<file path="src/rtl/flash_score_store_pkg.sv">
// Shared types and record layout for the flash-backed score store.
package flash_store_pkg;

    typedef enum logic [2:0] {
        ST_IDLE,
        ST_ISSUE,
        ST_WAIT,
        ST_CAPTURE,
        ST_FINISH
    } state_e;

    localparam int REC_LEN = 4;

    localparam logic [1:0] OFS_MAGIC = 2'd0;
    localparam logic [1:0] OFS_A     = 2'd1;
    localparam logic [1:0] OFS_B     = 2'd2;
    localparam logic [1:0] OFS_SUM   = 2'd3;

    function automatic logic [7:0] rec_sum(input logic [7:0] magic,
                                           input logic [7:0] a,
                                           input logic [7:0] b);
        return magic ^ a ^ b;
    endfunction

endpackage

</file>
<file path="src/rtl/flash_score_store_if.sv">
// Request/response bus between the score store (master) and the flash bridge (slave).
interface flash_score_store_if;
    logic [7:0] fb_addr;
    logic [7:0] fb_data_wr;
    logic [7:0] fb_data_rd;
    logic       fb_dir_rw;
    logic       fb_start;
    logic       fb_done;

    modport master (
        output fb_addr, fb_data_wr, fb_dir_rw, fb_start,
        input  fb_data_rd, fb_done
    );

    modport slave (
        input  fb_addr, fb_data_wr, fb_dir_rw, fb_start,
        output fb_data_rd, fb_done
    );
endinterface

</file>
<file path="src/rtl/flash_score_store_watchdog.sv">
// Per-access watchdog: loadable 8-bit down-counter that flags when the budget runs out.
module flash_access_watchdog (
    input  logic       CLK_50MHZ,
    input  logic       RST,
    input  logic       load_i,
    input  logic [7:0] load_val_i,
    input  logic       enable_i,
    output logic       expired_o
);
    logic [7:0] cnt_q;
    logic [7:0] cnt_d;

    always_comb begin
        cnt_d = cnt_q;
        if (load_i) begin
            cnt_d = load_val_i;
        end else if (enable_i && (cnt_q != 8'd0)) begin
            cnt_d = cnt_q - 8'd1;
        end
    end

    always_ff @(posedge CLK_50MHZ) begin
        if (RST) begin
            cnt_q <= 8'd0;
        end else begin
            cnt_q <= cnt_d;
        end
    end

    // Flags the cycle in which the count steps down to zero.
    assign expired_o = enable_i && (cnt_q <= 8'd1);
endmodule

</file>
<file path="src/rtl/flash_score_store.sv">
// Saves/loads two 8-bit scores as a 4-byte framed record (magic, A, B, checksum)
// through the flash bridge start/done handshake.
module flash_score_store
    import flash_store_pkg::*;
#(
    parameter logic [7:0]  BASE_ADDR = 8'h10,
    parameter logic [7:0]  MAGIC     = 8'hA5,
    parameter int unsigned TIMEOUT   = 255
) (
    input  logic       CLK_50MHZ,
    input  logic       RST,
    input  logic       load_req_i,
    input  logic       save_req_i,
    input  logic [7:0] score_a_i,
    input  logic [7:0] score_b_i,
    output logic [7:0] score_a_o,
    output logic [7:0] score_b_o,
    output logic       valid_o,
    output logic       busy_o,
    output logic       done_o,
    output logic       error_o,
    flash_score_store_if.master fb
);
    state_e     state_q, state_d;
    logic [1:0] idx_q, idx_d;
    logic       dir_q, dir_d;
    logic [7:0] lat_a_q, lat_a_d;
    logic [7:0] lat_b_q, lat_b_d;
    logic [7:0] sh_magic_q, sh_magic_d;
    logic [7:0] sh_a_q, sh_a_d;
    logic [7:0] sh_b_q, sh_b_d;
    logic [7:0] score_a_q, score_a_d;
    logic [7:0] score_b_q, score_b_d;
    logic       valid_q, valid_d;
    logic       busy_q, busy_d;
    logic       done_q, done_d;
    logic       error_q, error_d;

    logic       wd_load;
    logic       wd_en;
    logic       wd_expired;
    logic       rec_ok;
    logic       in_access;
    logic [7:0] wr_byte;

    // The ISSUE cycle consumes one tick of the budget, so the watchdog starts one lower.
    flash_access_watchdog u_wd (
        .CLK_50MHZ  (CLK_50MHZ),
        .RST        (RST),
        .load_i     (wd_load),
        .load_val_i (8'(TIMEOUT - 1)),
        .enable_i   (wd_en),
        .expired_o  (wd_expired)
    );

    always_ff @(posedge CLK_50MHZ) begin
        if (RST) begin
            state_q    <= ST_IDLE;
            idx_q      <= 2'd0;
            dir_q      <= 1'b1;
            lat_a_q    <= 8'd0;
            lat_b_q    <= 8'd0;
            sh_magic_q <= 8'd0;
            sh_a_q     <= 8'd0;
            sh_b_q     <= 8'd0;
            score_a_q  <= 8'd0;
            score_b_q  <= 8'd0;
            valid_q    <= 1'b0;
            busy_q     <= 1'b0;
            done_q     <= 1'b0;
            error_q    <= 1'b0;
        end else begin
            state_q    <= state_d;
            idx_q      <= idx_d;
            dir_q      <= dir_d;
            lat_a_q    <= lat_a_d;
            lat_b_q    <= lat_b_d;
            sh_magic_q <= sh_magic_d;
            sh_a_q     <= sh_a_d;
            sh_b_q     <= sh_b_d;
            score_a_q  <= score_a_d;
            score_b_q  <= score_b_d;
            valid_q    <= valid_d;
            busy_q     <= busy_d;
            done_q     <= done_d;
            error_q    <= error_d;
        end
    end

    // Checksum byte is taken straight off the bus in the last CAPTURE cycle.
    assign rec_ok = (sh_magic_q == MAGIC) &&
                    (fb.fb_data_rd == rec_sum(sh_magic_q, sh_a_q, sh_b_q));

    always_comb begin
        state_d    = state_q;
        idx_d      = idx_q;
        dir_d      = dir_q;
        lat_a_d    = lat_a_q;
        lat_b_d    = lat_b_q;
        sh_magic_d = sh_magic_q;
        sh_a_d     = sh_a_q;
        sh_b_d     = sh_b_q;
        score_a_d  = score_a_q;
        score_b_d  = score_b_q;
        valid_d    = valid_q;
        busy_d     = busy_q;
        done_d     = 1'b0;
        error_d    = error_q;

        case (state_q)
            ST_IDLE: begin
                if (save_req_i || load_req_i) begin
                    state_d = ST_ISSUE;
                    busy_d  = 1'b1;
                    error_d = 1'b0;
                    idx_d   = 2'd0;
                    dir_d   = ~save_req_i;
                    if (save_req_i) begin
                        lat_a_d = score_a_i;
                        lat_b_d = score_b_i;
                    end
                end
            end
            ST_ISSUE: begin
                state_d = ST_WAIT;
            end
            ST_WAIT: begin
                if (fb.fb_done) begin
                    state_d = ST_CAPTURE;
                end else if (wd_expired) begin
                    state_d = ST_FINISH;
                    error_d = 1'b1;
                    busy_d  = 1'b0;
                    done_d  = 1'b1;
                end
            end
            ST_CAPTURE: begin
                if (dir_q) begin
                    case (idx_q)
                        OFS_MAGIC: sh_magic_d = fb.fb_data_rd;
                        OFS_A:     sh_a_d     = fb.fb_data_rd;
                        OFS_B:     sh_b_d     = fb.fb_data_rd;
                        default:   ;
                    endcase
                end
                if (idx_q == OFS_SUM) begin
                    state_d = ST_FINISH;
                    busy_d  = 1'b0;
                    done_d  = 1'b1;
                    if (!dir_q) begin
                        score_a_d = lat_a_q;
                        score_b_d = lat_b_q;
                        valid_d   = 1'b1;
                    end else if (rec_ok) begin
                        score_a_d = sh_a_q;
                        score_b_d = sh_b_q;
                        valid_d   = 1'b1;
                    end else begin
                        score_a_d = 8'd0;
                        score_b_d = 8'd0;
                        valid_d   = 1'b0;
                        error_d   = 1'b1;
                    end
                end else begin
                    idx_d   = idx_q + 2'd1;
                    state_d = ST_ISSUE;
                end
            end
            ST_FINISH: begin
                state_d = ST_IDLE;
            end
            default: begin
                state_d = ST_IDLE;
            end
        endcase
    end

    always_comb begin
        case (idx_q)
            OFS_MAGIC: wr_byte = MAGIC;
            OFS_A:     wr_byte = lat_a_q;
            OFS_B:     wr_byte = lat_b_q;
            default:   wr_byte = rec_sum(MAGIC, lat_a_q, lat_b_q);
        endcase
    end

    // Outside an access the bus is parked in read direction so the bridge keeps data tri-stated.
    always_comb begin
        in_access     = (state_q == ST_ISSUE) || (state_q == ST_WAIT) || (state_q == ST_CAPTURE);
        fb.fb_start   = (state_q == ST_ISSUE);
        fb.fb_addr    = in_access ? (BASE_ADDR + {6'd0, idx_q}) : 8'd0;
        fb.fb_dir_rw  = in_access ? dir_q : 1'b1;
        fb.fb_data_wr = (in_access && !dir_q) ? wr_byte : 8'd0;
        wd_load       = (state_q == ST_ISSUE);
        wd_en         = (state_q == ST_WAIT);
    end

    assign score_a_o = score_a_q;
    assign score_b_o = score_b_q;
    assign valid_o   = valid_q;
    assign busy_o    = busy_q;
    assign done_o    = done_q;
    assign error_o   = error_q;
endmodule

</file>
<file path="src/flat_wrapper.sv">
// flat-port wrapper written by rule: the top's interface ports become plain ports
module flash_score_store_flat import flash_store_pkg::*;
#(
    parameter logic [7:0]  BASE_ADDR = 8'h10,
    parameter logic [7:0]  MAGIC     = 8'hA5,
    parameter int unsigned TIMEOUT   = 255
)
  (CLK_50MHZ, RST, load_req_i, save_req_i, score_a_i, score_b_i, score_a_o, score_b_o, valid_o, busy_o, done_o, error_o, fb_fb_addr, fb_fb_data_wr, fb_fb_dir_rw, fb_fb_start, fb_fb_data_rd, fb_fb_done);
  flash_score_store_if fb_i ();
  input  logic CLK_50MHZ;
  input  logic RST;
  input  logic load_req_i;
  input  logic save_req_i;
  input  logic [7:0] score_a_i;
  input  logic [7:0] score_b_i;
  output logic [7:0] score_a_o;
  output logic [7:0] score_b_o;
  output logic valid_o;
  output logic busy_o;
  output logic done_o;
  output logic error_o;
  output wire logic [$bits(fb_i.fb_addr)-1:0] fb_fb_addr;
  output wire logic [$bits(fb_i.fb_data_wr)-1:0] fb_fb_data_wr;
  output wire logic [$bits(fb_i.fb_dir_rw)-1:0] fb_fb_dir_rw;
  output wire logic [$bits(fb_i.fb_start)-1:0] fb_fb_start;
  input wire logic [$bits(fb_i.fb_data_rd)-1:0] fb_fb_data_rd;
  input wire logic [$bits(fb_i.fb_done)-1:0] fb_fb_done;
  assign fb_fb_addr = fb_i.fb_addr;
  assign fb_fb_data_wr = fb_i.fb_data_wr;
  assign fb_fb_dir_rw = fb_i.fb_dir_rw;
  assign fb_fb_start = fb_i.fb_start;
  assign fb_i.fb_data_rd = fb_fb_data_rd;
  assign fb_i.fb_done = fb_fb_done;
  flash_score_store #(.BASE_ADDR(BASE_ADDR), .MAGIC(MAGIC), .TIMEOUT(TIMEOUT)) u_core (.CLK_50MHZ(CLK_50MHZ), .RST(RST), .load_req_i(load_req_i), .save_req_i(save_req_i), .score_a_i(score_a_i), .score_b_i(score_b_i), .score_a_o(score_a_o), .score_b_o(score_b_o), .valid_o(valid_o), .busy_o(busy_o), .done_o(done_o), .error_o(error_o), .fb(fb_i));
endmodule
</file>
<file path="config.mk">
export PLATFORM = sky130hd
export DESIGN_NAME = flash_score_store_flat
export DESIGN_NICKNAME = d
export VERILOG_FILES = /design/src/rtl/flash_score_store_pkg.sv /design/src/rtl/flash_score_store_if.sv /design/src/rtl/flash_score_store_watchdog.sv /design/src/rtl/flash_score_store.sv /design/src/flat_wrapper.sv
export SDC_FILE = /design/constraint.sdc
export NUM_CORES = 1
export LEC_CHECK = 0
export BUFFER_PORTS_ARGS = -buffer_cell sky130_fd_sc_hd__buf_4
export CAP_MARGIN = 20
export CORE_MARGIN = 8
export CORE_UTILIZATION = 55
export DETAILED_ROUTE_END_ITERATION = 7
export GPL_TIMING_DRIVEN = 0
export PLACE_DENSITY = 0.82
export SETUP_SLACK_MARGIN = 0.02
export SYNTH_ARGS = -nofsm -noshare
export SYNTH_HDL_FRONTEND = slang
export SYNTH_SLANG_ARGS = --single-unit
</file>
<file path="constraint.sdc">
create_clock -name CLK_50MHZ -period 3.8 [get_ports CLK_50MHZ]
set_input_delay 0.19 -clock CLK_50MHZ [delete_from_list [all_inputs] [get_ports CLK_50MHZ]]
set_output_delay 0.19 -clock CLK_50MHZ [all_outputs]
set_load 0.03 [all_outputs]
</file>
* Yosys cells after proc, flatten, opt, wreduce, memory -nomap -nowiden
Index checks and enable logic that the tools add are counted.
Operators by class: add/sub/neg operators 3, $mul 0, div/mod/pow operators 0, $lt $le $gt $ge 1, eq/ne operators 16, shift operators 0, muxes and demuxes 36, bitwise logic cells 5, reduce and logical (&&, ||, !) cells 25
Operators with widths (count):
- 2-to-1 mux 8 bit | 8
- one-hot mux 8 bit (3 select lines) | 1
- bitwise XOR 8 bit | 3
- 2-to-1 mux 1 bit | 16
- AND reduction 3 bit | 5
- 2-to-1 mux 3 bit | 4
- one-hot mux 3 bit (4 select lines) | 1
- == test 8 bit | 1
- == test 8 bit (second input constant) | 1
- less-or-equal comparator 8 x 1 -> 1 bit (second input constant) | 1
- inequality test 2 x 1 -> 1 bit (second input constant) | 4
- nonzero test 8 bit | 1
- subtractor 8 x 1 -> 8 bit (second input constant) | 1
- AND reduction 7 bit | 1
- adder 5 x 2 -> 6 bit (first input constant) | 1
- == test 3 x 2 -> 1 bit (second input constant) | 2
- inequality test 2 bit (second input constant) | 3
- one-hot mux 1 bit (3 select lines) | 2
- AND reduction 2 bit | 3
- AND reduction 5 bit | 1
- == test 2 bit (second input constant) | 2
- logical AND 1 bit | 4
- 2-to-1 mux 2 bit | 2
- NOT 4 bit | 1
- other kinds (14) | 17
Word-level totals: register bits 74, latch bits 0, bits in writable memories 0, memory bits (read-only) 0, bits of input ports 29, output and inout bits 38, memories 0

* Depth between registers and ports, before layout
word-level depth 8, gate-level depth with buffers 7

* Hierarchy
Synthesis repeated with hierarchy kept, for this count alone.
Second synthesis, totals: cell total of the unflattened synthesis 503, area total of the unflattened synthesis 3928.8 sq um
By module, submodules not included:
- flash_score_store | times used 1, cells each 441, area an instance 3415.8 sq um, sequential area each 1321.3 sq um
- flash_access_watchdog | times used 1, cells each 62, area an instance 513.0 sq um, sequential area each 160.2 sq um

* Worst setup path after synthesis
No wires, ideal clock.
path kind reg-to-output, from register u_core.dir_q, to output fb_fb_data_wr[1], data arrival time 1.809 ns, data required time 3.610 ns, setup slack 1.801 ns, cell stages (with the launch flop) 6, cell sequence dfxtp_1 -> buf_2 -> clkinv_1 -> clkbuf_1 -> nand2_1 -> a21oi_1
Between the ends: longest elaborated chain between the ends 3
RTL lines:
- start, declared | line flash_score_store.sv:26 | logic dir_q, dir_d;
- start signal, assigned | line flash_score_store.sv:75 | dir_q <= dir_d;
- logical NOT 1 bit
- logical AND 1 bit | line flash_score_store.sv:193 | fb.fb_data_wr = (in_access && !dir_q) ? wr_byte : 8'd0;
- 2-to-1 mux 8 bit | line flash_score_store.sv:193
- end, declared | line flat_wrapper.sv:23 | output wire logic [$bits(fb_i.fb_data_wr)-1:0] fb_fb_data_wr;
No other way between the ends.

* Worst setup path after layout
from register u_core.dir_q, to output fb_fb_data_wr[4]
Same word-level chain as after synthesis.

==> reports/metrics.csv <==
stage,metric,value,unit
clock_tree,post_cts_resize_count,0,
layout,syn_to_final_growth,20.2,%
die,initial_utilization,0.563,
routing,dr.pass1.iters,7,
critical_path,worstPathRequired,3.61,ns
grt,grt_pass1_vias,3417,
routing,drtAntennaViolNets,0,
sta,worstMarginPinSlew,0.586,ns
sta,slew_headroom,0.607,
grt,antenna_found_initial,0,
layout,fillers,569,
die,rows,30,
yosys,synth_area_leaders,"dfxtp_1 39%, mux2i_1 7.4%, a21oi_1 6.1%",
place,place_area,0.00435,mm^2
power_and_ir_drop,p_int,1.26,mW
layout,antenna_cells,0,
clock_tree,clkSinkCount,74,
critical_path,max_stage_delay,0.44,ns
layout,drive_above_1_share,0.191,
routing,routedWlPerCell,16.6,um
sta,min_period,2.55,ns
sta,fin_hold_ws,0.0723,ns
power_and_ir_drop,clkPwrFrac,0.321,
yosys,ys_async_sr_fraction,0,
sta,post-route-period-util,0.671,
critical_path,cp_max_fo,10,
sta,finalSetupViolations,0,
power_and_ir_drop,swShare,0.312,
clock_tree,clock_latency,0.36,ns
die,die_y,98.9,um
critical_path,rr_endpoint,u_core.score_b_o[3]$_SDFFE_PP0P_,
yosys,yosys_warnings,0,
yosys,synth_cell_types,50,
routing,wirelength,10100,um
die,pin_count,67,
yosys,synth_area,0.00378,mm^2
critical_path,end_kind,output pin,
critical_path,critical_path_class,reg2out,
yosys,synth_flop_cell,dfxtp_1,
power_and_ir_drop,power,1.83,mW
sta,max_freq,0.392,GHz
place,place_ws,1.67,ns
critical_path,worstSetupStartpointType,flop,
sta,hold_violations,0,
outcome,status,"finished, final reports clean",
layout,finish.utilization,0.676,
clock_tree,ctsHoldBuffers,0,
hold_path,min_to,u_core.lat_b_q[4]$_SDFFE_PP0P_,
power_and_ir_drop,power_frac_seq,0.473,
yosys,synth_area_leader_cell,dfxtp_1,
routing,vias_per_cell,5.76,
grt,grt_pass1_wl,16400,um
sta,setup_tns,0,ns
critical_path,crit_slowest_cell,clkbuf_1,
clock_tree,htree_levels,3,
layout,fin_area,0.00454,mm^2
sta,clock_skew,0.00844,ns
clock_tree,cts_root_buffer,clkbuf_8,
hold_path,hold_depth,3,
power_and_ir_drop,power.switching,0.572,mW
flow_run,maxCapViolCount,0,
power_and_ir_drop,power.share.combinational,0.206,
power_and_ir_drop,p_leak,1.94,nW
yosys,ys_seq_elements,74,
critical_path,ff2ff_setup_slack,1.68,ns
layout,nets,558,
critical_path,r2r-start,u_core.idx_q[0]$_SDFFE_PP0P_,
sta,drv_slew,0,
routing,vias,3503,
clock_tree,clk_pin_slew,0.08,ns
sta,final.setup.worst_slack,1.25,ns
die,die_x,98.9,um
clock_tree,cts_buffer_depth,2,
die,die_area,0.00978,mm^2
critical_path,critPathArrivalTime,2.36,ns
power_and_ir_drop,ir_drop,0.000268,V
critical_path,r2r_cells,6,
place,placedCellCount,592,
grt,grtUsageTotal,0.208,
hold_path,hold_start,score_b_i[4],
place,io_buffers,61,
power_and_ir_drop,p_per_area,403,mW/mm^2
yosys,netlist.area_leader.share,0.392,
die,core-area,0.00672,mm^2
clock_tree,cts_tree,done,
yosys,syn-instance-count,447,
grt,grt_max_degree,13,
place,gp_congestion,0.953,
yosys,ys_seq_area_frac,0.392,
sta,rsz0062_at_grt,false,
yosys,syn_area_per_cell,8.46,um^2
critical_path,path_cells,buf_2 -> clkinv_1 -> clkbuf_1 -> nand2_1 -> a21oi_1 -> buf_4,
clock_tree,postCtsSetupBuffers,0,
grt,globalRouteOverflowTotal,0,
routing,drt_iter0_markers,228,
layout,fin_cells,608,
clock_tree,cts-buffers-inserted,9,
hold_path,hold_class,in2reg,
routing,drc,0,
yosys,synth_edf_count,0,
place,hpwl,7640,um
-- power groups by stage --
| stage | Clock (mW) | Sequential, mW | Combinational, mW |
|---|---|---|---|
| finish | 0.588 | 0.868 | 0.377 |
| detailed placement | 0 | 0.884 | 0.371 |
| floorplan | 0 | 0.878 | 0.261 |
| global route | 0.629 | 0.873 | 0.414 |
| CTS | 0.592 | 0.866 | 0.373 |
| global placement | 0 | 0.881 | 0.363 |
-- per-layer routing --
| layer | wire (um) | share of wire | up-vias | track usage |
|---|---|---|---|---|
| li1 | - | - | 1704 | - |
| met1 | 4260 | 0.42 | 1637 | 0.240 |
| met2 | 4760 | 0.47 | 138 | 0.340 |
| met3 | 780 | 0.077 | 24 | 0.0599 |
| met4 | 312 | 0.031 | 0 | 0.113 |
| met5 | 0 | 0 | - | 0 |
-- cells in the final DEF, fill, tap and decap left out, types with 2 or more instances in the layout --
cell type / Yosys / routed
dfxtp_1: 74 / 74
buf_4: 6 / 67
nand2_1: 55 / 55
nor2_1: 50 / 50
a21oi_1: 46 / 46
mux2i_1: 28 / 28
o21ai_0: 22 / 22
a211oi_1: 16 / 16
xnor2_1: 16 / 16
clkbuf_1: 15 / 15
nand3b_1: 13 / 13
nor2b_1: 12 / 12
clkbuf_8: 0 / 12
inv_1: 11 / 11
xor2_1: 10 / 10
nor3_1: 9 / 9
ha_1: 6 / 6
buf_2: 5 / 5
conb_1: 1 / 5
o22ai_1: 4 / 4
nand3_1: 4 / 4
or4_1: 4 / 4
o32ai_1: 3 / 3
clkinv_2: 0 / 3
buf_6: 2 / 2
nand2b_1: 2 / 2
o211ai_1: 2 / 2
or3_1: 2 / 2
and4_1: 2 / 2
nor3b_1: 2 / 2
or2_2: 2 / 2
nand4_1: 2 / 2
a31oi_1: 2 / 2
-- cell usage after synthesis (9+ instances only) --
cell / instances
xor2_1: 10
dfxtp_1: 74
o21ai_0: 22
nor3_1: 9
inv_1: 11
mux2i_1: 28
a211oi_1: 16
nor2b_1: 12
nor2_1: 50
nand3b_1: 13
a21oi_1: 46
xnor2_1: 16
nand2_1: 55
clkbuf_1: 15
-- worst max-delay path: cells and delay by family, from the launching register on --
family	cells	cell delay, ns
DFF	1	0.30
buffers and inverters	4	1.05
and+or+nand+nor	1	0.37
AOI/OAI and AO/OA	1	0.28
-- area by class of cell --
class                      count  area, um^2  share of cell area
tap                           80         100              0.0220
buffer                        28         149              0.0328
inverter                      12        45.0             0.00991
sequential                    74        1480               0.326
clock inverter                 4        23.8             0.00523
multi-input combinational    337        2120               0.467
clock buffer                  12         165              0.0364
timing repair buffer          61         458               0.101
-- worst max path at each step --
stage | start | to | slack (ns) | depth (start not counted)
floorplan | u_core.dir_q$_SDFFE_PP1P_ | fb_fb_data_wr[1] | 1.80 | 5
global placement | u_core.dir_q$_SDFFE_PP1P_ | fb_fb_data_wr[4] | 1.76 | 6
detailed placement | u_core.dir_q$_SDFFE_PP1P_ | fb_fb_data_wr[4] | 1.67 | 6
CTS | u_core.dir_q$_SDFFE_PP1P_ | fb_fb_data_wr[4] | 1.29 | 6
global route | u_core.dir_q$_SDFFE_PP1P_ | fb_fb_data_wr[4] | 1.09 | 6
finish | u_core.dir_q$_SDFFE_PP1P_ | fb_fb_data_wr[4] | 1.25 | 6
-- flip-flops by register name, summed over array words and instances, names as in the netlist --
signal and cells:
u_core.sh_magic_q 8, u_core.score_a_o 8, u_core.done_o 1, u_core.idx_q 2, u_core.u_wd.cnt_q 8, u_core.lat_b_q 8, u_core.busy_o 1, u_core.sh_a_q 8
u_core.dir_q 1, u_core.error_o 1, u_core.lat_a_q 8, u_core.score_b_o 8, u_core.valid_o 1, u_core.sh_b_q 8, u_core.state_q 3
-- kinds of logic after synthesis --
| family | share of synthesized area |
|---|---|
| AOI/OAI and AO/OA | 0.167 |
| other | 0.000992 |
| DFF | 0.392 |
| xor gates and xnor gates | 0.0708 |
| adders and majority gates | 0.0199 |
| buffers and inverters | 0.0513 |
| muxes | 0.0771 |
| and+or+nand+nor | 0.221 |
(Power assumes the default switching activity.)
